<file path="config.mk">
export PLATFORM = sky130hd
export DESIGN_NAME = red_operand_feeder_flat
export DESIGN_NICKNAME = d
export VERILOG_FILES = /design/src/rtl/red_operand_feeder_if.sv /design/src/rtl/red_operand_feeder.sv /design/src/flat_wrapper.sv
export SDC_FILE = /design/constraint.sdc
export NUM_CORES = 1
export LEC_CHECK = 0
export BUFFER_PORTS_ARGS = -buffer_cell sky130_fd_sc_hd__buf_4
export CAP_MARGIN = 20
export CORE_MARGIN = 4
export CORE_UTILIZATION = 39
export CTS_BUF_LIST = sky130_fd_sc_hd__clkbuf_4
export DETAILED_ROUTE_END_ITERATION = 16
export GPL_TIMING_DRIVEN = 0
export PLACE_DENSITY = 0.67
export REMOVE_ABC_BUFFERS = 1
export SYNTH_ARGS = -nofsm -noshare
export SYNTH_HDL_FRONTEND = slang
export SYNTH_SLANG_ARGS = --single-unit
</file>
<file path="constraint.sdc">
create_clock -name clk -period 3.75 [get_ports clk]
set_input_delay 0 -clock clk [delete_from_list [all_inputs] [get_ports clk]]
set_output_delay 0 -clock clk [all_outputs]
set_load 0.01 [all_outputs]
</file>
<file path="src/rtl/red_operand_feeder_if.sv">
// Operand/result bundle between the operand feeder (master) and the nibble
// reduction datapath (slave).
interface red_operand_feeder_if;
  logic        start;
  logic [15:0] rs_out;
  logic [15:0] rt_out;
  logic        op_valid;
  logic [6:0]  rd_in;
  logic        busy;
  logic        mismatch;
  logic [7:0]  pass_count;
  logic [7:0]  fail_count;
  logic        done;

  modport master (
    input  start, rd_in,
    output rs_out, rt_out, op_valid, busy, mismatch, pass_count, fail_count, done
  );

  modport slave (
    output start, rd_in,
    input  rs_out, rt_out, op_valid, busy, mismatch, pass_count, fail_count, done
  );
endinterface

</file>
<file path="src/rtl/red_operand_feeder.sv">
// Self-checking operand source for the nibble reduction unit: LFSR operands,
// serial reference sum, rd compare. Optional macro REDFEED_DIRECTED_EN adds
// two directed corner vectors (all-ones, all-zeros) at the start of each run.
module red_operand_feeder #(
  parameter int          NUM_VECTORS = 5,
  parameter logic [31:0] SEED        = 32'hACE1_1234
) (
  input logic                  clk,
  input logic                  rst,
  red_operand_feeder_if.master bus
);

  localparam logic [1:0] IDLE    = 2'd0;
  localparam logic [1:0] DRIVE   = 2'd1;
  localparam logic [1:0] COMPARE = 2'd2;
  localparam logic [1:0] DONE    = 2'd3;

  localparam logic [31:0] SEED_EFF = (SEED == 32'd0) ? 32'h1 : SEED;
  localparam logic [7:0]  LAST_VEC = 8'(NUM_VECTORS - 1);

  logic [1:0]  r_state;
  logic [31:0] r_lfsr;
  logic [15:0] r_rs;
  logic [15:0] r_rt;
  logic [2:0]  r_idx;
  logic [6:0]  r_acc;
  logic [7:0]  r_vec;
  logic [7:0]  r_pass;
  logic [7:0]  r_fail;

  logic [31:0] w_lfsrNext;
  logic [15:0] w_word;
  logic [3:0]  w_nibble;
  logic        w_hit;
  logic [7:0]  w_vecNext;
  logic [31:0] w_startOps;
  logic [31:0] w_nextOps;
  logic [31:0] w_nextLfsr;

  assign w_lfsrNext = {r_lfsr[30:0], r_lfsr[31] ^ r_lfsr[21] ^ r_lfsr[1] ^ r_lfsr[0]};
  assign w_word     = r_idx[2] ? r_rt : r_rs;
  assign w_nibble   = w_word[{r_idx[1:0], 2'b00} +: 4];
  assign w_hit      = (bus.rd_in == r_acc);
  assign w_vecNext  = r_vec + 8'd1;

  // Operand words are {rt, rs}; directed vectors leave the LFSR untouched.
  always_comb begin
    w_startOps = r_lfsr;
    w_nextOps  = w_lfsrNext;
    w_nextLfsr = w_lfsrNext;
`ifdef REDFEED_DIRECTED_EN
    w_startOps = 32'hFFFF_FFFF;
    if (w_vecNext == 8'd1) begin
      w_nextOps  = 32'h0000_0000;
      w_nextLfsr = r_lfsr;
    end else if (w_vecNext == 8'd2) begin
      w_nextOps  = r_lfsr;
      w_nextLfsr = r_lfsr;
    end
`endif
  end

  always_ff @(posedge clk) begin
    if (rst) begin
      r_state <= IDLE;
      r_lfsr  <= SEED_EFF;
      r_rs    <= 16'd0;
      r_rt    <= 16'd0;
      r_idx   <= 3'd0;
      r_acc   <= 7'd0;
      r_vec   <= 8'd0;
      r_pass  <= 8'd0;
      r_fail  <= 8'd0;
    end else begin
      case (r_state)
        IDLE, DONE: begin
          if (bus.start) begin
            r_state      <= DRIVE;
            {r_rt, r_rs} <= w_startOps;
            r_idx        <= 3'd0;
            r_acc        <= 7'd0;
            r_vec        <= 8'd0;
            r_pass       <= 8'd0;
            r_fail       <= 8'd0;
          end
        end
        DRIVE: begin
          r_acc <= r_acc + {3'b000, w_nibble};
          r_idx <= r_idx + 3'd1;
          if (r_idx == 3'd7) r_state <= COMPARE;
        end
        COMPARE: begin
          if (w_hit) begin
            if (r_pass != 8'hFF) r_pass <= r_pass + 8'd1;
          end else begin
            if (r_fail != 8'hFF) r_fail <= r_fail + 8'd1;
          end
          if (r_vec == LAST_VEC) begin
            r_state <= DONE;
          end else begin
            r_state      <= DRIVE;
            {r_rt, r_rs} <= w_nextOps;
            r_lfsr       <= w_nextLfsr;
            r_vec        <= w_vecNext;
            r_idx        <= 3'd0;
            r_acc        <= 7'd0;
          end
        end
        default: r_state <= IDLE;
      endcase
    end
  end

  assign bus.rs_out     = r_rs;
  assign bus.rt_out     = r_rt;
  assign bus.op_valid   = (r_state == DRIVE) || (r_state == COMPARE);
  assign bus.busy       = (r_state == DRIVE) || (r_state == COMPARE);
  assign bus.done       = (r_state == DONE);
  assign bus.mismatch   = (r_state == COMPARE) && !w_hit;
  assign bus.pass_count = r_pass;
  assign bus.fail_count = r_fail;

endmodule

</file>
<file path="src/flat_wrapper.sv">
// flat-port wrapper written by rule: the top's interface ports become plain ports
module red_operand_feeder_flat 
#(
  parameter int          NUM_VECTORS = 5,
  parameter logic [31:0] SEED        = 32'hACE1_1234
)
  (clk, rst, bus_start, bus_rd_in, bus_rs_out, bus_rt_out, bus_op_valid, bus_busy, bus_mismatch, bus_pass_count, bus_fail_count, bus_done);
  red_operand_feeder_if bus_i ();
  input logic clk;
  input logic rst;
  input wire logic [$bits(bus_i.start)-1:0] bus_start;
  input wire logic [$bits(bus_i.rd_in)-1:0] bus_rd_in;
  output wire logic [$bits(bus_i.rs_out)-1:0] bus_rs_out;
  output wire logic [$bits(bus_i.rt_out)-1:0] bus_rt_out;
  output wire logic [$bits(bus_i.op_valid)-1:0] bus_op_valid;
  output wire logic [$bits(bus_i.busy)-1:0] bus_busy;
  output wire logic [$bits(bus_i.mismatch)-1:0] bus_mismatch;
  output wire logic [$bits(bus_i.pass_count)-1:0] bus_pass_count;
  output wire logic [$bits(bus_i.fail_count)-1:0] bus_fail_count;
  output wire logic [$bits(bus_i.done)-1:0] bus_done;
  assign bus_i.start = bus_start;
  assign bus_i.rd_in = bus_rd_in;
  assign bus_rs_out = bus_i.rs_out;
  assign bus_rt_out = bus_i.rt_out;
  assign bus_op_valid = bus_i.op_valid;
  assign bus_busy = bus_i.busy;
  assign bus_mismatch = bus_i.mismatch;
  assign bus_pass_count = bus_i.pass_count;
  assign bus_fail_count = bus_i.fail_count;
  assign bus_done = bus_i.done;
  red_operand_feeder #(.NUM_VECTORS(NUM_VECTORS), .SEED(SEED)) u_core (.clk(clk), .rst(rst), .bus(bus_i));
endmodule
</file>
### Yosys cells after proc, flatten, opt, wreduce, memory -nomap -nowiden

Index checks and enable logic that the tools add are counted.

| word-level totals | value |
|---|---|
| logic and storage cells | 72 |
| output and inout port bits | 52 |
| register bits | 100 |

| cells by class | value |
|---|---|
| muxes and demuxes | 26 |
| $add $sub $neg | 5 |
| bitwise operators | 4 |
| eq/ne operators | 15 |
| reduce and logical (&&, ||, !) cells | 12 |
| shifts and indexed selects | 1 |

Operator list:

| kind | count |
|---|---|
| $mux 16 | 5 |
| $pmux 16 s2 | 2 |
| $mux 8 | 6 |
| $pmux 8 s2 | 3 |
| $add 8x1->8 const B | 3 |
| $pmux 7 s3 | 1 |
| $ne 8x8->1 const B | 2 |
| $shiftx 16x5->4 | 1 |
| $mux 7 | 2 |
| $pmux 3 s3 | 1 |
| $eq 8x3->1 const B | 1 |
| $ne 2x1->1 const B | 4 |
| $reduce_and 4->1 | 2 |
| $add 7x4->7 | 1 |
| $eq 7x7->1 | 1 |
| $mux 2 | 3 |
| $mux 3 | 2 |
| $ne 2x2->1 const B | 3 |
| $pmux 2 s3 | 1 |
| $reduce_and 2->1 | 3 |
| $eq 2x2->1 const B | 2 |
| $add 3x1->3 const B | 1 |
| $eq 3x3->1 const B | 1 |
| $reduce_and 3->1 | 1 |
| other kinds (9) | 11 |

### Depth between registers and ports, before layout

Gate-level depths: netlist of run 1.

| depth | value |
|---|---|
| depth after elaboration | 5 |
| mapped depth | 10 |
| gate-level depth less buffers | 9 |

### Worst setup path after synthesis of run 1

Ideal clock, no wire load.

| timing | value |
|---|---|
| kind | reg2reg |
| from | register u_core.r_idx[0] |
| to | register u_core.r_acc[6] |
| buffers on the path | 1 |
| path slack | 926 ps |
| cell stages (with the launch flop) | 11 |
| arrival | 2692 ps |
| period minus slack after synthesis | 2824 ps |
| path through | dfxtp_1 -> clkbuf_1 -> mux4_2 -> mux2_2 -> ha_1 -> fa_1 -> a21o_1 -> a21oi_1 -> nand3b_1 -> or3_1 -> a21oi_1 |

| between the ends | value |
|---|---|
| longest elaborated chain between the ends | 3 |

Ends and longest elaborated chain:

| what | RTL line | RTL |
|---|---|---|
| from (decl) | red_operand_feeder.sv:25 | `logic [2:0] r_idx;` |
| from (signal assigned) | red_operand_feeder.sv:89 | `r_idx <= r_idx + 3'd1;` |
| $shiftx 16x5->4 | red_operand_feeder.sv:42 | `assign w_nibble = w_word[{r_idx[1:0], 2'b00} +: 4];` |
| $add 7x4->7 | red_operand_feeder.sv:88 | `r_acc <= r_acc + {3'b000, w_nibble};` |
| $pmux 7 s3 | red_operand_feeder.sv:75 | `case (r_state)` |
| to (signal assigned) | red_operand_feeder.sv:88 |  |
| to (decl) | red_operand_feeder.sv:26 | `logic [6:0] r_acc;` |

No other way between the ends.
A chain may end at the register's enable or synchronous reset.

### Worst setup path in the final report of run 1

Ends and elaborated chain as after synthesis.

==> qor.tcl, run 1 <==
set qor(track_usage_pct) 16.2
set qor(timing.rr.start) {u_core.r_idx[0]}
set qor(synth_ff_type) {sky130_fd_sc_hd__dfxtp_1}
set qor(timing.max_cap.violations) 0
set qor(post-route-worst-setup-slack_ns) 0.679
set qor(portBuffers) 61
set qor(report.final.hold_viol_count) 0
set qor(synthArstFlopShare_pct) 0
set qor(detail_route.iter0.violations) 340
set qor(worst_r2r_endpoint) {u_core.r_acc[6]}
set qor(row_count) 42
set qor(hold_path_end) {u_core.bus.pass_count[1]}
set qor(die-area_um2) 15300
set qor(post_syn_area_um2) 5220
set qor(outcome) {complete, no violations}
set qor(finalWorstPathRequiredPeriod_ns) 3.07
set qor(cts_inserted_buffers) 9
set qor(post_synth.cell_area_avg_um2) 9.19
set qor(vias) 4286
set qor(yosysTopAreaCellShare_pct) 38.3
set qor(post_dp_cell_area_um2) 5810
set qor(area_growth_syn_to_layout_pct) 14.5
set qor(hpwlAfterDp_mm) 8.13
set qor(timing.critical_path.from_type) {register}
set qor(htree_levels) 3
set qor(worst-path-max-fanout) 10
set qor(power.density_cell_area_nw_per_um2) 337
set qor(first_pass_grt_wire_length_mm) 20.0
set qor(avgRoutedWirePerCell_um) 15.2
set qor(clk_root_buffer_cell) {sky130_fd_sc_hd__clkbuf_4}
set qor(tightestPinTransition_ns) 0.981
set qor(drt_drc_violations_left) 0
set qor(cp_data_required_time_ns) 4.15
set qor(drtAntennaViolNets) 0
set qor(floorplan.core_area_um2) 13200
set qor(layout.filler_cells) 1300
set qor(die_h_um) 124
set qor(cts.repair_timing.setup_buffer_count) 0
set qor(netlist.top_cell.by_area) {sky130_fd_sc_hd__dfxtp_1}
set qor(slew_headroom_pct) 33.3
set qor(layout.cells.most_common_list) {100 x sky130_fd_sc_hd__dfxtp_1, 96 x sky130_fd_sc_hd__nand2_1, 61 x sky130_fd_sc_hd__buf_4}
set qor(clkSinkCount) 100
set qor(grt_max_degree) 102
set qor(unrepaired_setup_endpoints_after_global_routing) {no}
set qor(crit_path_end_kind) {register}
set qor(fmax_mhz) 326
set qor(holdCritStartpoint) {bus_rd_in[3]}
set qor(clock_latency_ns) 0.46
set qor(worst-endpoint-arrival_ns) 3.47
set qor(timing.hold.worst_path_depth) 6
set qor(reg2regPathDepth) 9
set qor(antenna_violations_before_repair) 0
set qor(clkTransAtPathRegs_ns) 0.16
set qor(hp-class) {input pin to register}
set qor(worst-r2r-setup-slack_ns) 0.68
set qor(routed_wirelength_mm) 12.1
set qor(count_of_flip_flops_with_a_built_in_enable_after_synthesis) 0
set qor(drt_pre_antenna_iters) 4
set qor(initial_core_utilization_pct) 39.6
set qor(report.final.slew_viol_count) 0
set qor(net_count_of_the_finished_layout) 635
set qor(ys_seq_area_share_pct) 38.3
set qor(most_common_cell_after_layout_fill_and_taps_aside) {sky130_fd_sc_hd__dfxtp_1}
set qor(drive_above_1_share_pct) 22.8
set qor(post-route-period-util_pct) 81.9
set qor(antenna-diode-count) 0
set qor(total_power_consumption_w) 0.00201
set qor(tritoncts) {built}
set qor(finalInstanceArea_um2) 5980
set qor(number_of_standard_cells_after_synthesis) 568
set qor(yosysWarningCount) 0
set qor(ir_drop_v) 0.000239
set qor(cts-root-to-sink-buffers) 2
set qor(final.setup_skew_ns) 0.0227
set qor(synthDistinctLibCells) 61
set qor(total_global_routing_overflow) 0
set qor(vias_in_the_first_global_route) 4025
set qor(finalSetupViolations) 0
set qor(worst-setup-path-type) {register to register}
set qor(floorplan_die_width_um) 124
set qor(detailedPlace.worstSlack_ns) 0.685
set qor(io_pins) 62
set qor(via_per_inst) 5.42
set qor(p_leak_nw) 2.15
set qor(synth_area_leaders) {sky130_fd_sc_hd__dfxtp_1 38%, sky130_fd_sc_hd__a211oi_2 7.2%, sky130_fd_sc_hd__nand2_1 6.9%}
set qor(placer_s_final_routability_congestion_estimate) 0.833
set qor(seq_cells_post_synth) 100
[sequential cells by signal, summed over array words and instances, names as in the netlist]
register               flops
u_core.r_idx               3
u_core.bus.rt_out         16
u_core.r_state             2
u_core.r_acc               7
u_core.r_lfsr             32
u_core.bus.pass_count      8
u_core.bus.fail_count      8
u_core.r_vec               8
u_core.bus.rs_out         16
[routing by layer]
| metal | track usage [%] | share of wire (%) | up-vias |
|---|---|---|---|
| met5 | 0 | 0 | - |
| li1 | - | - | 2125 |
| met3 | 4.13 | 5.9 | 11 |
| met4 | 3.46 | 1.1 | 0 |
| met2 | 24.6 | 45 | 106 |
| met1 | 23.3 | 48 | 2044 |
[per-stage QoR]
| stage | utilization, % | setup TNS, ns | cells | hold slack [ns] |
|---|---|---|---|---|
| 3_3_place_gp | 43.4 | -133.77 | 769 | 0.439 |
| 4_1_cts | 45.0 | 0 | 789 | 0.0447 |
| 3_5_place_dp | 44.1 | 0 | 772 | 0.442 |
| 2_1_floorplan | - | -27.09 | 532 | 0.0646 |
| 5_1_grt | 45.3 | 0 | 791 | 0.0831 |
| 6_report | 45.3 | 0 | 791 | 0.110 |
[final cells by class]
cell class | count | area, µm² | share of cell area [%]
sequential | 100 | 2000 | 33.5
clock buffer | 11 | 82.6 | 1.38
inverter | 9 | 33.8 | 0.565
clock inverter | 5 | 35.0 | 0.586
multi-input combinational | 423 | 3030 | 50.7
tap | 176 | 220 | 3.68
timing repair buffer | 67 | 573 | 9.59
[worst max path at each step]
| stage | start | endpoint | slack [ns] |
|---|---|---|---|
| after detailed placement | u_core.r_idx[0] | u_core.r_acc[6] | 0.69 |
| after global routing | u_core.r_idx[2] | u_core.r_acc[6] | 0.48 |
| after CTS | u_core.r_idx[0] | u_core.r_acc[6] | 0.65 |
| final | u_core.r_idx[0] | u_core.r_acc[6] | 0.68 |
| after global placement | u_core.r_state[0] | u_core.r_vec[6] | -2.25 |
| after floorplan | u_core.r_state[0] | u_core.r_vec[6] | -0.85 |
[critical path, stage by stage (launching register included)]
cell and delay, ns:
sky130_fd_sc_hd__dfxtp_1 0.72, sky130_fd_sc_hd__mux4_2 0.59, sky130_fd_sc_hd__mux2_2 0.30, sky130_fd_sc_hd__ha_1 0.21
sky130_fd_sc_hd__fa_1 0.41, sky130_fd_sc_hd__a21o_1 0.19, sky130_fd_sc_hd__a21oi_1 0.21, sky130_fd_sc_hd__nand3b_1 0.15
sky130_fd_sc_hd__a31oi_1 0.09, sky130_fd_sc_hd__a21oi_1 0.13
[kinds of logic after synthesis]
group                    synth area share, %
AND/OR/NAND/NOR                         21.9
AO/OA/AOI/OAI                           17.8
flip-flops                              38.3
multiplexers                            11.0
buffers and inverters                   4.07
XOR/XNOR                                3.19
adder cells (fa/ha/maj)                 3.74
[power by group]
part / switching (W) / internal, W / total, W
clock network: 0.000365 / 0.000155 / 0.000520
logic: 0.000187 / 0.000158 / 0.000345
registers: 0.0000441 / 0.00110 / 0.00115
total: 0.000596 / 0.00142 / 0.00201
[cell usage after synthesis (3+ instances only)]
master	number
sky130_fd_sc_hd__a211oi_1	4
sky130_fd_sc_hd__a211oi_2	30
sky130_fd_sc_hd__a21o_1	3
sky130_fd_sc_hd__a21oi_1	41
sky130_fd_sc_hd__a31oi_1	5
sky130_fd_sc_hd__and2_1	4
sky130_fd_sc_hd__buf_2	11
sky130_fd_sc_hd__buf_6	3
sky130_fd_sc_hd__clkbuf_1	20
sky130_fd_sc_hd__dfxtp_1	100
sky130_fd_sc_hd__ha_1	14
sky130_fd_sc_hd__inv_1	9
sky130_fd_sc_hd__mux2_2	5
sky130_fd_sc_hd__mux2i_1	31
sky130_fd_sc_hd__mux4_2	8
sky130_fd_sc_hd__nand2_1	96
sky130_fd_sc_hd__nand2b_1	4
sky130_fd_sc_hd__nand3_1	22
sky130_fd_sc_hd__nand3b_1	18
sky130_fd_sc_hd__nand4_1	6
sky130_fd_sc_hd__nor2_1	47
sky130_fd_sc_hd__nor2b_1	5
sky130_fd_sc_hd__o211ai_1	6
sky130_fd_sc_hd__o21ai_0	7
sky130_fd_sc_hd__o311ai_0	3
sky130_fd_sc_hd__o311ai_1	3
sky130_fd_sc_hd__or4_1	4
sky130_fd_sc_hd__xnor2_1	9
sky130_fd_sc_hd__xor2_1	10
[what timing repair did]
action | in CTS | in global routing
resized for setup | 0 | 0
hold endpoints to repair | 2 | 18
hold buffers | 1 | 1
Power figures use the tool's default switching activity.
==> inputs of run 2 (changes only) <==
--- a/config.mk
+++ b/config.mk
@@ -12,7 +12,7 @@
 export CTS_BUF_LIST = sky130_fd_sc_hd__clkbuf_4
 export DETAILED_ROUTE_END_ITERATION = 16
 export GPL_TIMING_DRIVEN = 0
-export PLACE_DENSITY = 0.67
+export PLACE_DENSITY = 0.69
 export REMOVE_ABC_BUFFERS = 1
 export SYNTH_ARGS = -nofsm -noshare
 export SYNTH_HDL_FRONTEND = slang
==> constraint.sdc (replaced) <==
create_clock -name clk -period 2.7 [get_ports clk]
set_input_delay 0 -clock clk [delete_from_list [all_inputs] [get_ports clk]]
set_output_delay 0 -clock clk [all_outputs]
set_load 0.01 [all_outputs]
==> run 2 against run 1 <==
  * Non-clock buffer count increased by 8
  * Clock power rose by 71%
  * Register-to-register slack worse by 0.54 ns
  * Total power grew 48%
  * Setup slack worse by 0.54 ns
  * Largest cell class unchanged
==> qor.tcl, run 2 (synthesis gave the netlist of run 1 again) <==
set qor(post_dp_cell_area_um2) 5790 ;# was 5810 µm²
set qor(io_pins) 62 ;# unchanged
set qor(initial_core_utilization_pct) 39.6 ;# unchanged
set qor(clkSinkCount) 100 ;# unchanged
set qor(htree_levels) 3 ;# unchanged
set qor(power.density_cell_area_nw_per_um2) 486 ;# was 337 nW/µm²
set qor(clock_latency_ns) 0.46 ;# about the same
set qor(finalInstanceArea_um2) 6130 ;# was 5980 µm²
set qor(total_power_consumption_w) 0.00298 ;# was 0.00201 W
set qor(die_h_um) 124 ;# unchanged
set qor(layout.cells.most_common_list) {98 x sky130_fd_sc_hd__dfxtp_1, 96 x sky130_fd_sc_hd__nand2_1, 68 x sky130_fd_sc_hd__buf_4} ;# was 100 x sky130_fd_sc_hd__dfxtp_1, 96 x sky130_fd_sc_hd__nand2_1, 61 x sky130_fd_sc_hd__buf_4
set qor(largest-register) {u_core.r_lfsr} ;# unchanged
set qor(worst-path-max-fanout) 4 ;# was 10
set qor(row_count) 42 ;# unchanged
set qor(crit_path_end_kind) {register} ;# unchanged
set qor(cp_data_required_time_ns) 3.08 ;# was 4.15 ns
set qor(routed_wirelength_mm) 12.9 ;# was 12.1 mm
set qor(antenna-diode-count) 0 ;# unchanged
set qor(floorplan_die_width_um) 124 ;# unchanged
set qor(slew_headroom_pct) 34.9 ;# was 33.3%
set qor(antenna_violations_before_repair) 0 ;# unchanged
set qor(reg2regPathDepth) 9 ;# unchanged
set qor(cts-root-to-sink-buffers) 2 ;# unchanged
set qor(clk_root_buffer_cell) {sky130_fd_sc_hd__clkbuf_4} ;# unchanged
set qor(tritoncts) {built} ;# unchanged
set qor(finalNonFillerCells) 798 ;# was 791
set qor(hpwlAfterDp_mm) 8.22 ;# was 8.13 mm
set qor(first_pass_grt_wire_length_mm) 20.3 ;# was 20.0 mm
set qor(avgRoutedWirePerCell_um) 16.1 ;# was 15.2 µm
set qor(total_global_routing_overflow) 0 ;# unchanged
set qor(worst-r2r-setup-slack_ns) 0.14 ;# was 0.68 ns
set qor(via_per_inst) 5.56 ;# was 5.42
set qor(drt_drc_violations_left) 0 ;# unchanged
set qor(worst-setup-path-type) {register to register} ;# unchanged
set qor(grt_busiest_layer) {met2} ;# unchanged
set qor(ir_drop_v) 0.000297 ;# was 0.000239 V
set qor(vias_in_the_first_global_route) 4055 ;# was 4025
set qor(finalSetupViolations) 0 ;# unchanged
set qor(max_ffs_per_register) 32 ;# unchanged
set qor(timing.critical_path.from_type) {register} ;# unchanged
set qor(drt_pre_antenna_iters) 5 ;# was 4
set qor(report.final.slew_viol_count) 0 ;# unchanged
set qor(net_count_of_the_finished_layout) 643 ;# was 635
set qor(drive_above_1_share_pct) 24.8 ;# was 22.8%
set qor(vias) 4440 ;# was 4286
set qor(final.setup_skew_ns) 0.0199 ;# was 0.0227 ns
set qor(tightestPinTransition_ns) 0.974 ;# was 0.981 ns
set qor(floorplan.core_area_um2) 13200 ;# unchanged
set qor(met2_use_gr_pct) 27.0 ;# was 24.6%
set qor(drtAntennaViolNets) 0 ;# unchanged
set qor(placer_s_final_routability_congestion_estimate) 0.840 ;# was 0.833
set qor(hp-class) {input pin to register} ;# unchanged
set qor(groute.layer.met3.usage_pct) 3.50 ;# was 4.13%
set qor(post-route-period-util_pct) 94.9 ;# was 81.9%
set qor(report.final.hold_viol_count) 0 ;# unchanged
set qor(fmax_mhz) 390 ;# was 326 MHz
set qor(finalWorstPathRequiredPeriod_ns) 2.56 ;# was 3.07 ns
set qor(outcome) {complete, no violations} ;# unchanged
set qor(worst-endpoint-arrival_ns) 2.94 ;# was 3.47 ns
set qor(timing.max_cap.violations) 0 ;# unchanged
set qor(cts_inserted_buffers) 9 ;# unchanged
set qor(portBuffers) 61 ;# unchanged
set qor(detail_route.iter0.violations) 332 ;# was 340
set qor(groute.layer.met1.usage_pct) 22.0 ;# was 23.3%
set qor(clkTransAtPathRegs_ns) 0.14 ;# was 0.16 ns
set qor(timing.hold.worst_path_depth) 4 ;# was 6
set qor(track_usage_pct) 16.4 ;# was 16.2%
set qor(grt_max_degree) 102 ;# unchanged
set qor(unrepaired_setup_endpoints_after_global_routing) {no} ;# unchanged
set qor(postLayoutCoreUtil_pct) 46.5 ;# was 45.3%
set qor(area_growth_syn_to_layout_pct) 17.3 ;# was 14.5%
set qor(p_leak_nw) 2.21 ;# was 2.15 nW
set qor(most_common_cell_after_layout_fill_and_taps_aside) {sky130_fd_sc_hd__dfxtp_1} ;# unchanged
set qor(die-area_um2) 15300 ;# unchanged
set qor(place_inst) 771 ;# was 772
## run 2: cell types whose count changed in the layout (fill, tap and decap cells not counted), sizes merged
cell and change:
bufinv +2, buf +8, dlygate4sd3 -1, inv -1, clkinv -2, clkbuf +1
## run 2: timing repair
| item | in CTS | in global routing |
|---|---|---|
| pin swaps | 0 | 0 |
| hold endpoints to repair | 0 | 23 |
| resized for setup | 4 | 4 |
| setup buffers | 7 | 2 |
| hold buffers | 0 | 1 |
| setup endpoints to repair | 65 | 18 |
## run 2: worst max-delay path, stage by stage, from the launching register on
cell,delay [ns]
sky130_fd_sc_hd__dfxtp_4,0.41
sky130_fd_sc_hd__mux4_2,0.51
sky130_fd_sc_hd__mux2_2,0.30
sky130_fd_sc_hd__ha_1,0.21
sky130_fd_sc_hd__fa_2,0.36
sky130_fd_sc_hd__a21o_1,0.20
sky130_fd_sc_hd__a21oi_2,0.16
sky130_fd_sc_hd__and2_1,0.13
sky130_fd_sc_hd__o21ai_0,0.07
sky130_fd_sc_hd__a21oi_1,0.15
## run 2: worst paths after layout
kind,start,end
min,bus_start,u_core.bus.fail_count[4]
min reg2reg,u_core.r_lfsr[19],u_core.r_lfsr[20]
max,u_core.r_idx[2],u_core.r_acc[4]
max reg2reg,u_core.r_idx[2],u_core.r_acc[4]
## run 2: per-layer routing
layer	wire length (µm)	share of wire (%)	vias up
met2	5990	47	140
met5	0	0	-
met1	5950	46	2149
met4	137	1.1	0
met3	779	6.1	19
li1	-	-	2132
## run 2: final cells by class
cell class              count  area, µm²
well taps                 176        220
clock buffers              11       82.6
repair buffers             75        648
flip-flops and latches    100       2010
multi-input cells         423       3060
inverters                   9       33.8
clock inverters             4       73.8
fillers                  1260       7060
## run 2: report_power, final
group	switching, W	total, W	internal, W
Sequential	0.0000576	0.00159	0.00153
Clock	0.000495	0.000890	0.000395
Combinational	0.000272	0.000501	0.000229
Total	0.000824	0.00298	0.00215
## run 2: stage by stage
step	setup TNS, ns	hold slack (ns)	setup WS, ns
floorplan	-109.86	0.0646	-1.90
global placement	-233.41	0.439	-3.25
detailed placement	-7.84	0.442	-0.382
CTS	0	0.000435	0.0215
global route	0	0.0529	0.00168
finish	0	0.0520	0.138
==> inputs of run 3 (changes only) <==
--- a/config.mk
+++ b/config.mk
@@ -11,7 +11,6 @@
 export CORE_UTILIZATION = 39
 export CTS_BUF_LIST = sky130_fd_sc_hd__clkbuf_4
 export DETAILED_ROUTE_END_ITERATION = 16
-export GPL_TIMING_DRIVEN = 0
 export PLACE_DENSITY = 0.69
 export REMOVE_ABC_BUFFERS = 1
 export SYNTH_ARGS = -nofsm -noshare
==> run 3 against run 2 <==
  * Sequential share of layout area increased by 0.52 points
  * Core utilization decreased by 0.84 points
  * Cell area decreased by 1.8%
  * Hold slack improved by 0.017 ns
  * Critical path depth unchanged
  * Setup slack improved by 0.032 ns
  * Critical path type unchanged
  * Clock skew increased by 0.0032 ns
  * Combinational power decreased by 1%
  * First-iteration DRC count increased by 9.0%
  * Total power decreased by 5.7%
  * Fmax increased by 1.3%
  * Largest power group unchanged
==> qor.tcl, run 3 (synthesis gave the netlist of run 1 again) <==
set qor(detail_route.iter0.violations) 362 ;# was 332
set qor(floorplan.core_area_um2) 13200 ;# unchanged
set qor(worstPathCellList) {mux4_2, mux2_2, ha_1, fa_2, a21o_1, a21oi_2, nand3b_1, or3_1, a21oi_1} ;# was mux4_2, mux2_2, ha_1, fa_2, a21o_1, a21oi_2, and2_1, o21ai_0, a21oi_1
set qor(max_ffs_per_register) 32 ;# unchanged
set qor(grt_max_degree) 67 ;# was 102
set qor(ir_drop_v) 0.000272 ;# was 0.000297 V
set qor(cts_inserted_buffers) 9 ;# unchanged
set qor(share_seq_of_total_power_pct) 56.6 ;# was 53.3%
set qor(p_int_w) 0.00195 ;# was 0.00215 W
set qor(clkSinkCount) 100 ;# unchanged
set qor(tritoncts) {built} ;# unchanged
set qor(critPathSlowestCell) {sky130_fd_sc_hd__mux4_2} ;# unchanged
set qor(timing.max_cap.violations) 0 ;# unchanged
set qor(timing.critical_path.from_type) {register} ;# unchanged
set qor(critical_path.n_buffers_inverters) 0 ;# unchanged
set qor(total_global_routing_overflow) 0 ;# unchanged
set qor(antenna-diode-count) 0 ;# unchanged
set qor(drt_pre_antenna_iters) 5 ;# unchanged
set qor(finalNonFillerCells) 800 ;# was 798
set qor(vias) 4386 ;# was 4440
set qor(clk_root_buffer_cell) {sky130_fd_sc_hd__clkbuf_4} ;# unchanged
set qor(place_inst) 784 ;# was 771
set qor(report.final.hold_viol_count) 0 ;# unchanged
set qor(tightestPinTransition_ns) 0.774 ;# was 0.974 ns
set qor(cp_data_required_time_ns) 3.03 ;# was 3.08 ns
set qor(drt_drc_violations_left) 0 ;# unchanged
set qor(clock_latency_ns) 0.47 ;# was 0.46 ns
set qor(finalWorstPathRequiredPeriod_ns) 2.53 ;# was 2.56 ns
set qor(via_per_inst) 5.48 ;# was 5.56
set qor(cts-root-to-sink-buffers) 2 ;# unchanged
set qor(initial_core_utilization_pct) 39.6 ;# unchanged
set qor(clkTransAtPathRegs_ns) 0.16 ;# was 0.14 ns
set qor(first_pass_grt_wire_length_mm) 20.0 ;# was 20.3 mm
set qor(report.final.slew_viol_count) 0 ;# unchanged
set qor(antenna_violations_before_repair) 0 ;# unchanged
set qor(p_leak_nw) 2.18 ;# was 2.21 nW
set qor(htree_levels) 3 ;# unchanged
set qor(drive_above_1_share_pct) 24.8 ;# about the same
set qor(post_dp_cell_area_um2) 5870 ;# was 5790 µm²
set qor(slowest_delay_ns) 0.49 ;# was 0.51 ns
set qor(cp_delay_by_family_top) {multiplexers} ;# unchanged
set qor(hpwlAfterDp_mm) 8.93 ;# was 8.22 mm
set qor(power.density_cell_area_nw_per_um2) 467 ;# was 486 nW/µm²
set qor(worst-path-max-fanout) 3 ;# was 4
set qor(sw_frac_of_total_pct) 30.5 ;# was 27.7%
set qor(finalInstanceArea_um2) 6020 ;# was 6130 µm²
set qor(largest-register) {u_core.r_lfsr} ;# unchanged
set qor(worst-endpoint-arrival_ns) 2.86 ;# was 2.94 ns
set qor(fmax_mhz) 395 ;# was 390 MHz
set qor(most_common_cell_after_layout_fill_and_taps_aside) {sky130_fd_sc_hd__dfxtp_1} ;# unchanged
set qor(unrepaired_setup_endpoints_after_global_routing) {no} ;# unchanged
set qor(worst-setup-path-type) {register to register} ;# unchanged
set qor(row_count) 42 ;# unchanged
set qor(portBuffers) 61 ;# unchanged
set qor(hp-class) {input pin to register} ;# unchanged
set qor(area_growth_syn_to_layout_pct) 15.2 ;# was 17.3%
set qor(slew_headroom_pct) 48.4 ;# was 34.9%
set qor(avgRoutedWirePerCell_um) 15.7 ;# was 16.1 µm
set qor(power.share.clock_pct) 25.8 ;# was 29.9%
set qor(crit_path_end_kind) {register} ;# unchanged
set qor(net_count_of_the_finished_layout) 645 ;# was 643
set qor(post-route-period-util_pct) 93.7 ;# was 94.9%
set qor(power.switching_w) 0.000856 ;# was 0.000824 W
set qor(die_h_um) 124 ;# unchanged
set qor(die-area_um2) 15300 ;# unchanged
set qor(drtAntennaViolNets) 0 ;# unchanged
set qor(finalSetupViolations) 0 ;# unchanged
set qor(cts.repair_timing.setup_buffer_count) 0 ;# was 7
set qor(final.setup_skew_ns) 0.0230 ;# was 0.0199 ns
set qor(placer_s_final_routability_congestion_estimate) 0.910 ;# was 0.840
set qor(layout.cells.most_common_list) {98 x sky130_fd_sc_hd__dfxtp_1, 96 x sky130_fd_sc_hd__nand2_1, 73 x sky130_fd_sc_hd__buf_4} ;# was 98 x sky130_fd_sc_hd__dfxtp_1, 96 x sky130_fd_sc_hd__nand2_1, 68 x sky130_fd_sc_hd__buf_4
set qor(total_power_consumption_w) 0.00281 ;# was 0.00298 W
set qor(holdWs_ns) 0.0695 ;# was 0.0520 ns
set qor(postLayoutCoreUtil_pct) 45.6 ;# was 46.5%
set qor(routed_wirelength_mm) 12.5 ;# was 12.9 mm
set qor(vias_in_the_first_global_route) 3935 ;# was 4055
set qor(io_pins) 62 ;# unchanged
set qor(power.share.combinational_pct) 17.7 ;# was 16.8%
set qor(floorplan_die_width_um) 124 ;# unchanged
set qor(outcome) {complete, no violations} ;# unchanged
set qor(track_usage_pct) 16.4 ;# about the same
-- run 3: final cells by class --
cell class / count / area [µm²]
multi-input cells: 423 / 3030
flip-flops and latches: 100 / 2000
well taps: 176 / 220
inverters: 9 / 33.8
clock buffers: 9 / 67.6
clock inverters: 6 / 47.5
fillers: 1252 / 7170
repair buffers: 77 / 609
-- run 3: power groups by stage --
| stage | registers (W) | logic, W | clock network (W) |
|---|---|---|---|
| 2_1_floorplan | 0.00163 | 0.000260 | 0 |
| 3_5_place_dp | 0.00162 | 0.000490 | 0 |
| 5_1_grt | 0.00160 | 0.000541 | 0.000810 |
| 4_1_cts | 0.00159 | 0.000494 | 0.000749 |
| 6_report | 0.00159 | 0.000496 | 0.000724 |
| 3_3_place_gp | 0.00162 | 0.000481 | 0 |
-- run 3: worst paths after layout --
| check | to | cells after the start | startpoint | slack, ns |
|---|---|---|---|---|
| setup / recovery | u_core.r_acc[6] | 9 | u_core.r_idx[0] | 0.17 |
| hold / removal | u_core.r_lfsr[0] | 2 | rst | 0.07 |
| setup reg to reg | u_core.r_acc[6] | 9 | u_core.r_idx[0] | 0.17 |
| hold reg to reg | u_core.r_lfsr[15] | 2 | u_core.r_lfsr[15] | 0.50 |
-- run 3: repair_timing --
action                                  in CTS  in global routing
resized for setup                            1                  5
hold buffers                                 1                  0
pin swaps                                    0                  0
gates cloned                                 0                  0
endpoints found under the hold margin        1                  0
endpoints found under the setup margin       1                  2
-- run 3: metrics by stage --
stage               setup TNS [ns]  worst slack [ns]
finish                           0             0.170
global route                     0            0.0508
CTS                              0            0.0225
detailed placement               0            0.0361
global placement                 0             0.110
floorplan                  -109.86             -1.90
-- run 3: layer usage --
layer	wire length [µm]	vias to the layer above	track usage (%)
li1	-	2138	-
met2	5810	142	25.9
met4	115	0	3.53
met5	0	-	0
met1	5590	2096	22.0
met3	1010	10	5.18
